### config.mk
export PLATFORM = sky130hd
export DESIGN_NAME = cfg_pwm_timer
export DESIGN_NICKNAME = d
export VERILOG_FILES = /design/src/rtl/cfg_pwm_timer.sv
export SDC_FILE = /design/constraint.sdc
export NUM_CORES = 1
export LEC_CHECK = 0
export ABC_AREA = 1
export BUFFER_PORTS_ARGS = -buffer_cell sky130_fd_sc_hd__buf_2
export CORE_MARGIN = 2
export CORE_UTILIZATION = 52
export CTS_BUF_LIST = sky130_fd_sc_hd__clkbuf_4
export DETAILED_ROUTE_END_ITERATION = 10
export HOLD_SLACK_MARGIN = 0.12
export PLACE_DENSITY = 0.79
export SLEW_MARGIN = 10
export SYNTH_ARGS = -nofsm -noshare
export SYNTH_HDL_FRONTEND = slang
export SYNTH_SLANG_ARGS = --single-unit
### constraint.sdc
create_clock -name clk -period 1.62 [get_ports clk]
set_input_delay 0.081 -clock clk [delete_from_list [all_inputs] [get_ports clk]]
set_output_delay 0.081 -clock clk [all_outputs]
set_load 0.02 [all_outputs]
### src/rtl/cfg_pwm_timer.sv
// cfg_pwm_timer: register-mapped multi-channel edge-aligned PWM timer.
// Period/duty are double-buffered in shadow registers that reload only at a
// period wrap (or continuously while the timer is stopped or cleared).
// Optional centre-aligned counting is compiled in with the macro
// CFG_PWM_CENTER_ALIGNED_EN (control bit2 then selects it at run time).
module cfg_pwm_timer #(
  parameter  int NUM_CH    = 4,
  parameter  int REG_WIDTH = 8,
  localparam int CFG_BYTES = 2 + NUM_CH
) (
  input  logic                           clk,
  input  logic                           rst,
  input  logic                           ena,
  input  logic [CFG_BYTES*REG_WIDTH-1:0] config_regs,
  output logic [4*REG_WIDTH-1:0]         status_regs,
  output logic [NUM_CH-1:0]              pwm_out
);

  localparam logic [REG_WIDTH-1:0] ONE = REG_WIDTH'(1);

`ifdef CFG_PWM_CENTER_ALIGNED_EN
  localparam logic CA_BUILT = 1'b1;
  typedef enum logic {DIR_UP, DIR_DOWN} dir_e;
  dir_e dir_q, dir_d;
  logic ca_c;
`else
  localparam logic CA_BUILT = 1'b0;
`endif

  // Decoded configuration
  logic [7:0]           ctrl;
  logic                 en_c, clr_c, run_c;
  logic [3:0]           psc_c;
  logic [REG_WIDTH-1:0] period_cfg;
  logic [REG_WIDTH-1:0] duty_cfg [NUM_CH];
  logic                 unused_ctrl_bits;

  // State
  logic [3:0]           pre_q, pre_d;
  logic [REG_WIDTH-1:0] cnt_q, cnt_d;
  logic [7:0]           wrap_q, wrap_d;
  logic [REG_WIDTH-1:0] period_q, period_d;
  logic [REG_WIDTH-1:0] duty_q [NUM_CH];
  logic [REG_WIDTH-1:0] duty_d [NUM_CH];
  logic [NUM_CH-1:0]    pwm_q, pwm_d;

  logic tick, wrap_ev, load, duty_gt;

  // Unpack the flattened configuration bus into control, period and duties
  always_comb begin
    ctrl       = config_regs[7:0];
    en_c       = ctrl[0];
    clr_c      = ctrl[1];
    psc_c      = ctrl[7:4];
    run_c      = en_c && !clr_c;
    period_cfg = config_regs[REG_WIDTH +: REG_WIDTH];
    for (int unsigned i = 0; i < NUM_CH; i++) begin
      duty_cfg[i] = config_regs[(2 + i) * REG_WIDTH +: REG_WIDTH];
    end
`ifdef CFG_PWM_CENTER_ALIGNED_EN
    ca_c             = ctrl[2];
    unused_ctrl_bits = ctrl[3];
`else
    unused_ctrl_bits = ^ctrl[3:2];
`endif
  end

  // Next-state: prescaler, counter, wrap count, shadow reload, PWM compare
  always_comb begin
    pre_d    = pre_q;
    cnt_d    = cnt_q;
    wrap_d   = wrap_q;
    period_d = period_q;
    duty_d   = duty_q;
    tick     = 1'b0;
    wrap_ev  = 1'b0;
    load     = 1'b0;
`ifdef CFG_PWM_CENTER_ALIGNED_EN
    dir_d    = dir_q;
`endif

    // Compare uses the current count, so the output lags cnt by one clock
    for (int unsigned i = 0; i < NUM_CH; i++) begin
      pwm_d[i] = run_c && (cnt_q < duty_q[i]);
    end

    if (clr_c) begin
      pre_d  = '0;
      cnt_d  = '0;
      wrap_d = '0;
      load   = 1'b1;
`ifdef CFG_PWM_CENTER_ALIGNED_EN
      dir_d  = DIR_UP;
`endif
    end else if (!en_c) begin
      pre_d  = '0;
      cnt_d  = '0;
      load   = 1'b1;
`ifdef CFG_PWM_CENTER_ALIGNED_EN
      dir_d  = DIR_UP;
`endif
    end else begin
      tick  = (pre_q == psc_c);
      pre_d = tick ? 4'd0 : pre_q + 4'd1;
      if (tick) begin
`ifdef CFG_PWM_CENTER_ALIGNED_EN
        if (ca_c && (period_q != '0)) begin
          // The wrap fires on the tick that lands on zero while descending,
          // so 0 is visited once per cycle and a period spans 2*period ticks.
          if ((dir_q == DIR_UP) && (cnt_q != period_q)) begin
            cnt_d = cnt_q + ONE;
          end else begin
            cnt_d = cnt_q - ONE;
            if (cnt_q == ONE) begin
              wrap_ev = 1'b1;
              dir_d   = DIR_UP;
            end else begin
              dir_d   = DIR_DOWN;
            end
          end
        end else begin
          dir_d = DIR_UP;
          if (cnt_q == period_q) begin
            cnt_d   = '0;
            wrap_ev = 1'b1;
          end else begin
            cnt_d = cnt_q + ONE;
          end
        end
`else
        if (cnt_q == period_q) begin
          cnt_d   = '0;
          wrap_ev = 1'b1;
        end else begin
          cnt_d = cnt_q + ONE;
        end
`endif
      end
      if (wrap_ev) begin
        wrap_d = wrap_q + 8'd1;
        load   = 1'b1;
      end
    end

    if (load) begin
      period_d = period_cfg;
      duty_d   = duty_cfg;
    end
  end

  // State registers: reset beats the global enable, which freezes everything
  always_ff @(posedge clk) begin
    if (rst) begin
      pre_q    <= '0;
      cnt_q    <= '0;
      wrap_q   <= '0;
      period_q <= '0;
      for (int unsigned i = 0; i < NUM_CH; i++) duty_q[i] <= '0;
      pwm_q    <= '0;
`ifdef CFG_PWM_CENTER_ALIGNED_EN
      dir_q    <= DIR_UP;
`endif
    end else if (ena) begin
      pre_q    <= pre_d;
      cnt_q    <= cnt_d;
      wrap_q   <= wrap_d;
      period_q <= period_d;
      for (int unsigned i = 0; i < NUM_CH; i++) duty_q[i] <= duty_d[i];
      pwm_q    <= pwm_d;
`ifdef CFG_PWM_CENTER_ALIGNED_EN
      dir_q    <= dir_d;
`endif
    end
  end

  // Status bus assembled straight from registers and live control bits
  always_comb begin
    duty_gt = 1'b0;
    for (int unsigned i = 0; i < NUM_CH; i++) begin
      if (duty_q[i] > period_q) duty_gt = 1'b1;
    end
    status_regs                         = '0;
    status_regs[0 +: REG_WIDTH]         = cnt_q;
    status_regs[REG_WIDTH +: 8]         = wrap_q;
    status_regs[2*REG_WIDTH +: NUM_CH]  = pwm_q;
    status_regs[3*REG_WIDTH]            = run_c;
    status_regs[3*REG_WIDTH + 1]        = duty_gt;
    status_regs[3*REG_WIDTH + 2]        = CA_BUILT;
  end

  assign pwm_out = pwm_q;

endmodule

==> metrics.md, run 1 <==
| Metric | Value |
|---|---|
| Post-Synth Simple-Gate Area | `0.256` |
| Die area | `slightly above 9000 sq um` |
| First-pass GRT wire length | `23500 microns` |
| Met3 routed WL | `3020 microns` |
| CTS clk-pin slew, worst paths | `0.12 ns` |
| Worst min-delay path class | `in2reg` |
| CTS tree | `done` |
| Drt drc | `0` |
| Post-DP HPWL | `9560 microns` |
| Ys Warns | `0` |
| Cells after Synth | `approximately 630` |
| M1 wire length | `6750 microns` |
| Top_reg_cell synth | `dfxtp_1` |
| Rel. slew slack | `0.500` |
| Setup violators final | `a little under 60` |
| Pwr per Cell Area | `761 nW/um^2` |
| Placer Congestion | `just over 0.9` |
| Final nets | `937` |
| DR vias/cell | `6.22` |
| Critical Path Source Type | `flip-flop` |
| Max-slew violation count | `0` |
| Layout cells sized above 1 | `0.406` |
| Vias in the first global route | `5045` |
| Clock skew | `0.0190 ns` |
| Max Root-Sink Buffers | `2` |
| Die X | `95.7 microns` |
| Starting DRT DRC Count | `770` |
| Share of synthesized flip-flops with an asynchronous set or reset | `0` |
| R2R cell count | `11` |
| Pleak | `3.16 nW` |
| Hold Crit Depth | `6` |
| Clock sinks | `64` |
| Skew-Pair Late Insertion Delay | `0.47 ns` |
| Violated checks | `setup timing` |
| Setup ws final | `-0.905 ns` |
| I/O pins | `87` |
| Multi-input gate area | `3310 sq um` |
| Top-area cell type share of the netlist area | `0.293` |
| CTS buffer count | `9` |
| Top Layer Used | `met4` |
| Die Y | `~96 microns` |
| Post-synth top area cell | `dfxtp_1` |
| WS Path Type | `reg2out` |
| Final Critical Period | `roughly 2.5 ns` |
| Rows | `33` |
| Peak VDD IR | `0.576 mV` |
| Syn Area/Cell | `6.93 sq um` |
| RR Endpoint | `period_q[3]` |
| Final Hold Fails | `0` |
| Crit end category | `output port` |
| Flop-to-flop setup slack | `-0.52 ns` |
| Final worst-path cycle share | `1.56` |
| Reg-to-Reg Start | `period_q[0]` |
| Largest net degree at the start of global routing | `24` |
| Initial DRT Pass Iterations | `7` |
| Routed vias | `5816` |
| Clock H-tree levels | `3` |
| Critical hold path startpoint | `config_regs[1]` |
| Slew @ Worst Pin | `0.742 ns` |
| Status | `complete, but fails checks` |
| Unrepaired setup endpoints after global routing | `true` |
| Post-place instance area | `5170 sq um` |
| Synth Area in Compound Gates | `0.141` |
| Post-Route WL | `21500 microns` |
| # fillers | `415` |
| Sequential-to-total area share from yosys stat | `0.293` |
| Overflow after GRT | `0` |
| CP Max Fanout | `5` |
| Initial antenna violation count | `2` |
| Crit path DAT | `2.44 ns` |
| Worst Hold Path EP | `wrap_q[7]` |
| GRT Overall Usage | `0.339` |
| Crit path required time | `1.54 ns` |
| Drt wl/cell | `23.0 microns` |
| CTS root buffer | `clkbuf_4` |
| Syn-to-layout area delta | `56.9%` |
| Synth Area in Adders | `0.180` |
| Post-synthesis mux area share | `0` |
| Cell Area, Synth | `4380 sq um` |
| Met2 wire length | `9270 microns` |
| #FFs+latches synth | `64` |
| Synth area leaders | `dfxtp_1, ha_1, nor2_1` |
| Largest family of logic cells by synthesized area | `simple AND/OR/NAND/NOR gates` |
| Library cells used by synthesis | `32` |
| Pre-CTS setup slack | `-0.140 ns` |
| Post-synth EDFFs | `0` |
| Post-route ant nets | `0` |
| Core footprint | `8180 sq um` |
| Post-Route Utilization | `0.840` |
| Commonest non-fill, non-tap cells in the layout | `nand2_1, nor2_1, buf_2` |
| Xor/xnor cell area share of the yosys netlist | `0.00600` |
| Starting Density | `0.535` |
| Commonest non-fill, non-tap cell in the layout | `nand2_1` |
| Finished Cell Area | `6870 sq um` |
| Number of max-cap violations | `0` |
| Highest clock rate | `396 MHz` |
| FF+latch area | `roughly 1300 sq um` |
| PortBufs | `74` |
[worst max path at each step]
stage,start,endpoint,slack [ns],cells after the start
after detailed placement,period_q[7],period_q[5],-0.14,10
final,period_q[5],status_regs[25],-0.90,7
after CTS,period_q[5],status_regs[25],-0.40,9
after floorplan,cnt_q[0],duty_q[0],0.03,10
after global routing,period_q[0],status_regs[25],-0.94,8
after global placement,period_q[2],status_regs[25],-0.1,10
[synthesized netlist by cell type, types with 4 or more instances]
master / count
nor2_1: 120
nand2_1: 108
inv_1: 74
dfxtp_1: 64
ha_1: 63
a21oi_1: 42
o21ai_0: 42
nand3_1: 26
buf_4: 17
o21ai_1: 17
buf_6: 7
clkbuf_1: 7
nor3_1: 6
nor3b_1: 5
inv_2: 4
o21a_1: 4
[logic make-up after synthesis]
| family | after synthesis |
|---|---|
| adder cells (fa/ha/maj) | 63 |
| buffers and inverters | 112 |
| flip-flops | 64 |
| XOR/XNOR | 3 |
| other | 1 |
| AO/OA/AOI/OAI | 115 |
| AND/OR/NAND/NOR | 274 |
[power by group]
part	internal, mW	leakage, nW	switching [mW]
registers	1.68	0.534	0.142
logic	0.945	2.55	1.26
clock network	0.490	0.0757	0.700
total	3.12	3.16	2.11
[metrics by stage]
| step | hold slack, ns | setup TNS (ns) | total power, mW | std cells |
|---|---|---|---|---|
| 2_1_floorplan | 0.160 | 0 | 2.60 | 641 |
| 3_3_place_gp | 0.311 | -0.226 | 2.96 | 848 |
| 3_5_place_dp | 0.325 | -2.10 | 3.03 | 848 |
| 4_1_cts | 0.130 | -0.404 | 4.31 | 917 |
| 5_1_grt | 0.165 | -28.98 | 5.37 | 934 |
| 6_report | 0.168 | -21.82 | 5.22 | 935 |
[routing by layer]
layer | up-vias | GRT usage
met5 | - | 0
met4 | 0 | 0.232
met3 | 245 | 0.0916
met2 | 549 | 0.572
met1 | 2620 | 0.370
li1 | 2402 | -
[worst max-delay path: stages, from the launching register on]
cell and delay, ns:
dfxtp_2 0.37, inv_4 0.06, ha_1 0.34, a21oi_1 0.11
o21ai_0 0.60, o22ai_2 0.18, nand4_1 0.15, buf_4 0.15
[timing repair]
| action | in CTS | in global routing |
|---|---|---|
| setup buffers | 7 | 10 |
| endpoints found under the setup margin | 49 | 59 |
| hold buffers | 45 | 0 |
| resized for setup | 52 | 181 |
| endpoints found under the hold margin | 51 | 0 |
| pin swaps | 20 | 67 |
| gates cloned | 1 | 8 |
[state kept, by name, indices dropped and copies added (netlist names)]
signal	count
period_q	8
wrap_q	8
cnt_q	8
duty_q	32
pre_q	4
pwm_out	4
[layout make-up]
cell class | count | share of cell area
multi-input cells | 467 | 0.482
inverters | 79 | 0.0472
diodes | 2 | 0.000729
well taps | 105 | 0.0191
clock buffers | 11 | 0.0120
clock inverters | 5 | 0.00692
repair buffers | 202 | 0.242
flip-flops and latches | 64 | 0.191
No activity file was read; power rests on OpenSTA's default activity.
==> run 2, diff against run 1 <==
Settings changed: CORE_UTILIZATION 52 to 25, PLACE_DENSITY 0.79 to not set.
==> metrics.md, run 2 (same netlist as run 1, synthesis figures left out) <==
| Metric | Value |
|---|---|
| Final Instance Count excl. Fillers | `1069 (+14%)` |
| Hold Crit Depth | `8 (+2)` |
| Buffers & Inverters on Critical Path | `3 (+1)` |
| Overflow after GRT | `0 (unchanged)` |
| Reg-to-Reg Start | `period_q[1]` |
| Setup violators final | `49 (-16%)` |
| Die Y | `136 microns (+42%)` |
| Core footprint | `17200 sq um (+110%)` |
| Clock sinks | `64 (unchanged)` |
| Die area | `18600 sq um (+100%)` |
| Starting Density | `0.255 (-0.281)` |
| Peak VDD IR | `0.316 mV (-45%)` |
| Post-route ant nets | `0 (unchanged)` |
| I/O pins | `87 (unchanged)` |
| Skew-Pair Late Insertion Delay | `0.46 ns (about the same)` |
| Worst Hold Path EP | `pre_q[1]` |
| Number of max-cap violations | `0 (unchanged)` |
| Rows | `48 (+45%)` |
| Final nets | `952 (+1.6%)` |
| Setup ws final | `-0.465 ns (+0.439 ns)` |
| CTS clk-pin slew, worst paths | `0.12 ns (about the same)` |
| WS Path Type | `reg2out` |
| CP delay by family, top | `buffers and inverters` |
| First-pass GRT wire length | `22800 microns (-3.0%)` |
| Pleak | `3.21 nW (+1.7%)` |
| Worst min-delay path class | `in2reg` |
| Slew @ Worst Pin | `0.538 ns (-0.204 ns)` |
| Total negative slack | `-8.02 ns (+13.80 ns)` |
| # fillers | `1781 (+330%)` |
| Max incr delay on CP | `0.35 ns (-0.25 ns)` |
| Placed instance count | `985 (+16%)` |
| Placer Congestion | `0.925 (about the same)` |
| Drt drc | `0 (unchanged)` |
| Unrepaired setup endpoints after global routing | `true` |
| DR vias/cell | `4.45 (-28%)` |
| Final Critical Period | `2.09 ns (-0.439 ns)` |
| Vias in the first global route | `4480 (-11%)` |
| Syn-to-layout area delta | `61.0%` |
| Layout cells sized above 1 | `0.399 (-0.00722)` |
| Starting DRT DRC Count | `182 (-76%)` |
| Violated checks | `setup timing` |
| CTS tree | `done` |
| Finished Cell Area | `7050 sq um (+2.6%)` |
| Pwr Total | `4.74 mW (-9.4%)` |
| Drt wl/cell | `13.9 microns (-39%)` |
| Critical hold path startpoint | `config_regs[7]` |
| Slowest cell on crit path | `dfxtp_2` |
| Pwr per Cell Area | `672 nW/um^2 (-12%)` |
| Commonest non-fill, non-tap cell in the layout | `nor2_1` |
| WHS | `0.287 ns (+0.119 ns)` |
| GRT Overall Usage | `0.162 (-0.177)` |
| Crit path cell chain | `inv_1 > buf_6 > ha_4 > nand2_2 > o21ai_1 > a21oi_1 > nand2_1 > o21ai_2 > nand4_1 > buf_4` |
| Commonest non-fill, non-tap cells in the layout | `nor2_1, nand2_1, buf_2` |
| Flip-flop count of the largest register after layout | `32 (unchanged)` |
| Critical Path Source Type | `flip-flop` |
| Post-place instance area | `5480 sq um (+5.9%)` |
| Post-Route WL | `14900 microns (-31%)` |
| R2R cell count | `12 (+1)` |
| RR Endpoint | `period_q[6]` |
| Largest net degree at the start of global routing | `26 (+8.3%)` |
| Flop-to-flop setup slack | `-0.22 ns (+0.30 ns)` |
| CTS root buffer | `clkbuf_4` |
| CTS buffer count | `9 (unchanged)` |
| CP Max Fanout | `4 (-1)` |
| Crit path required time | `1.54 ns (about the same)` |
| Crit end category | `output port` |
| Rel. slew slack | `0.640 (+0.139)` |
| Max Root-Sink Buffers | `2 (unchanged)` |
| Crit path DAT | `2.00 ns (-0.44 ns)` |
| Clock skew | `0.0209 ns (+0.00182 ns)` |
| Die X | `136 microns (+42%)` |
| Max-slew violation count | `0 (unchanged)` |
| Post-DP HPWL | `10500 microns (+9.8%)` |
| Clock H-tree levels | `3 (unchanged)` |
| PortBufs | `74 (unchanged)` |
| Final Hold Fails | `0 (unchanged)` |
| Pre-CTS setup slack | `-0.242 ns (-0.102 ns)` |
| Post-Route Utilization | `0.410 (-0.430)` |
| Most flops, register | `duty_q` |
| Final worst-path cycle share | `1.29 (-0.271)` |
| Routed vias | `4761 (-18%)` |
| Status | `complete, but fails checks` |
| Initial DRT Pass Iterations | `6 (-1)` |
| Highest clock rate | `480 MHz (+21%)` |
| Initial antenna violation count | `1 (-1)` |
-- run 2: worst max path at each step --
| stage | start | endpoint | depth (start not counted) |
|---|---|---|---|
| 2_1_floorplan | cnt_q[0] | duty_q[0] | 10 |
| 3_3_place_gp | cnt_q[0] | duty_q[1] | 10 |
| 3_5_place_dp | cnt_q[0] | duty_q[1] | 10 |
| 4_1_cts | period_q[3] | status_regs[25] | 9 |
| 5_1_grt | period_q[1] | status_regs[25] | 10 |
| 6_report | period_q[2] | status_regs[25] | 10 |
-- run 2: what timing repair did --
action                                  4_1_cts  5_1_grt
resized for setup                           123       80
pin swaps                                    61       38
endpoints found under the setup margin       57       59
hold buffers                                 44        0
endpoints found under the hold margin        52        0
cloned                                        5        0
buffers inserted                             18        3
-- run 2: layer usage --
| layer | global-route usage | up-vias | routed length, microns |
|---|---|---|---|
| met5 | 0 | - | 0 |
| met4 | 0.0758 | 0 | 413 |
| met3 | 0.0276 | 31 | 560 |
| met2 | 0.265 | 102 | 7050 |
| met1 | 0.206 | 2190 | 6840 |
| li1 | - | 2438 | - |
-- run 2: area by class of cell --
class | instances | area, sq um | share of cell area
antenna | 1 | 2.50 | 0.000355
clock buffer | 11 | 82.6 | 0.0117
clock inverter | 5 | 23.8 | 0.00337
inverter | 79 | 317 | 0.0449
multi-input combinational | 466 | 3230 | 0.459
sequential | 64 | 1310 | 0.186
tap | 225 | 282 | 0.0400
timing repair buffer | 218 | 1790 | 0.255
-- run 2: worst reg2reg max path, delay by kind of cell, from the launching register on --
kind / cells / cell delay, ns
AOI/OAI and AO/OA: 1 / 0.23
buffers and inverters: 4 / 0.51
DFF: 1 / 0.35
and+or+nand+nor: 7 / 0.71
-- run 2: report_power, final --
group	internal, mW	switching, mW	total [mW]
logic	0.970	1.00	1.97
clock network	0.334	0.626	0.961
registers	1.68	0.117	1.80
==> run 3, diff against run 2 <==
Settings changed: CORE_ASPECT_RATIO set to 1.5.
==> metrics.md, run 3 (same netlist as run 1, synthesis figures left out) <==
| Metric | Value |
|---|---|
| Status | `complete, but fails checks` |
| Violated checks | `setup timing` |
| Core footprint | `17300 sq um (+0.57%)` |
| Final Instance Count excl. Fillers | `1069 (unchanged)` |
| GRT Overall Usage | `0.158 (-0.00427)` |
| Initial antenna violation count | `1 (unchanged)` |
| CTS buffer count | `9 (unchanged)` |
| Routed vias | `4875 (+2.4%)` |
| Pwr per Cell Area | `680 nW/um^2 (+1.2%)` |
| Vias in the first global route | `4704 (+5.0%)` |
| RR Endpoint | `period_q[5]` |
| Starting DRT DRC Count | `228 (+25%)` |
| Max Root-Sink Buffers | `2 (unchanged)` |
| Flop-to-flop setup slack | `-0.17 ns (+0.05 ns)` |
| WS Path Type | `reg2out` |
| Total negative slack | `-6.37 ns (+1.65 ns)` |
| Post-Route WL | `15100 microns (+1.3%)` |
| Max incr delay on CP | `0.37 ns (+0.02 ns)` |
| Starting Density | `0.253 (-0.00144)` |
| WHS | `0.302 ns (+0.0146 ns)` |
| Final Hold Fails | `0 (unchanged)` |
| Buffers & Inverters on Critical Path | `3 (unchanged)` |
| Levels on crit path | `10 (unchanged)` |
| Drt wl/cell | `14.1 microns (+1.3%)` |
| CP Max Fanout | `4 (unchanged)` |
| # fillers | `1734 (-2.6%)` |
| CTS tree | `done` |
| Peak VDD IR | `0.456 mV (+44%)` |
| Overflow after GRT | `0 (unchanged)` |
| Largest net degree at the start of global routing | `24 (-7.7%)` |
| Post-Route Utilization | `0.423 (+0.0129)` |
| Crit path DAT | `2.04 ns (+0.04 ns)` |
| Skew-Pair Late Insertion Delay | `0.46 ns (about the same)` |
| Highest clock rate | `472 MHz (-1.6%)` |
| Setup violators final | `49 (unchanged)` |
| Post-route ant nets | `0 (unchanged)` |
| Die Y | `166 microns (+22%)` |
| CP delay by family, top | `buffers and inverters` |
| CP startpoint | `period_q[4]` |
| Final worst-path cycle share | `1.31 (+0.0203)` |
| Unrepaired setup endpoints after global routing | `true` |
| Worst min-delay path class | `in2reg` |
| Reg-to-Reg Start | `period_q[1]` |
| Clock H-tree levels | `3 (unchanged)` |
| Number of max-cap violations | `0 (unchanged)` |
| PortBufs | `74 (unchanged)` |
| Syn-to-layout area delta | `67.0%` |
| Critical Path Source Type | `flip-flop` |
| Slew @ Worst Pin | `0.639 ns (+0.102 ns)` |
| Pleak | `3.35 nW (+4.3%)` |
| Post-DP HPWL | `10300 microns (-2.2%)` |
| Layout cells sized above 1 | `0.414 (+0.0155)` |
| Commonest non-fill, non-tap cells in the layout | `nor2_1, nand2_1, buf_2` |
| Die area | `18600 sq um (+0.12%)` |
| First-pass GRT wire length | `23100 microns (+1.4%)` |
| DR vias/cell | `4.56 (+2.4%)` |
| R2R cell count | `13 (+1)` |
| Setup ws final | `-0.498 ns (-0.0329 ns)` |
| Final nets | `964 (+1.3%)` |
| Crit path cell chain | `inv_2 > buf_6 > ha_4 > a21oi_2 > nor2_1 > o21ai_1 > nand2_1 > o21ai_2 > nand4_1 > buf_4` |
| Clock sinks | `64 (unchanged)` |
| Die X | `112 microns (-18%)` |
| Placer Congestion | `0.850 (-8.1%)` |
| Clock skew | `0.0144 ns (-0.00641 ns)` |
| Pre-CTS setup slack | `-0.269 ns (-0.0265 ns)` |
| Flip-flop count of the largest register after layout | `32 (unchanged)` |
| Rel. slew slack | `0.572 (-0.0674)` |
| Crit path required time | `1.54 ns (about the same)` |
| I/O pins | `87 (unchanged)` |
| Crit end category | `output port` |
| Slowest cell on crit path | `dfxtp_2` |
| Initial DRT Pass Iterations | `4 (-2)` |
| CTS root buffer | `clkbuf_4` |
| Rows | `59 (+23%)` |
| CTS clk-pin slew, worst paths | `0.13 ns (about the same)` |
| Commonest non-fill, non-tap cell in the layout | `nor2_1` |
| Most flops, register | `duty_q` |
| Max-slew violation count | `0 (unchanged)` |
| Drt drc | `0 (unchanged)` |
| Final Critical Period | `2.12 ns (+0.0329 ns)` |
| Crit path capture | `status_regs[25]` |
| Placed instance count | `967 (-1.8%)` |
## run 3: changes by cell type in the layout (fill, tap and decap cells not counted), moves of 5 or more
cell	previous run	this run
buf_6	16	21
buf_12	7	12
nand3_2	4	9
ha_4	23	16
nand3_1	22	17
ha_1	40	47
## run 3: through the flow
stage	cell area, sq um	total power [mW]
2_1_floorplan	4420	2.60
3_3_place_gp	5400	3.04
3_5_place_dp	5400	3.06
4_1_cts	6960	4.78
5_1_grt	7310	5.27
6_report	7310	4.97
## run 3: worst min path at each step
| stage | startpoint | end | cells after the start |
|---|---|---|---|
| after global routing | config_regs[0] | wrap_q[5] | 8 |
| after global placement | config_regs[26] | duty_q[18] | 3 |
| final | config_regs[6] | pre_q[1] | 8 |
| after detailed placement | config_regs[26] | duty_q[18] | 3 |
| after floorplan | rst | pre_q[3] | 1 |
| after CTS | config_regs[0] | wrap_q[5] | 8 |
## run 3: power breakdown
| group | leakage [nW] | internal (mW) | switching (mW) |
|---|---|---|---|
| Clock | 0.0683 | 0.468 | 0.695 |
| Combinational | 2.75 | 1.00 | 1.01 |
| Sequential | 0.535 | 1.68 | 0.109 |
| Total | 3.35 | 3.15 | 1.82 |
## run 3: area by class of cell
type	instances	area (sq um)	area share
clock buffer	9	67.6	0.00924
multi-input combinational	468	3270	0.447
sequential	64	1310	0.180
antenna	1	2.50	0.000342
timing repair buffer	228	2000	0.274
inverter	79	317	0.0433
tap	213	267	0.0365
clock inverter	7	71.3	0.00976
## run 3: worst register-to-register path: cells and delay by family, from the launching register on
| family | cells | cell delay (ns) |
|---|---|---|
| AOI/OAI and AO/OA | 1 | 0.08 |
| buffers and inverters | 5 | 0.62 |
| DFF | 1 | 0.35 |
| and+or+nand+nor | 7 | 0.65 |
## run 3: layer usage
metal  track usage  part of all wire  wire length, microns  up-vias
met5             0                 0                     0        -
met4        0.0806             0.046                   692        0
met3        0.0215             0.036                   540       45
met2         0.286              0.51                  7710      127
met1         0.178              0.41                  6120     2238
li1              -                 -                     -     2465
## run 3: repair_timing
action / CTS / global route
cloned: 8 / 1
buffers inserted: 24 / 10
hold buffers: 44 / 0
gates resized for setup: 162 / 67
setup endpoints to repair: 57 / 57
endpoints found under the hold margin: 52 / 0
pin swaps: 56 / 38
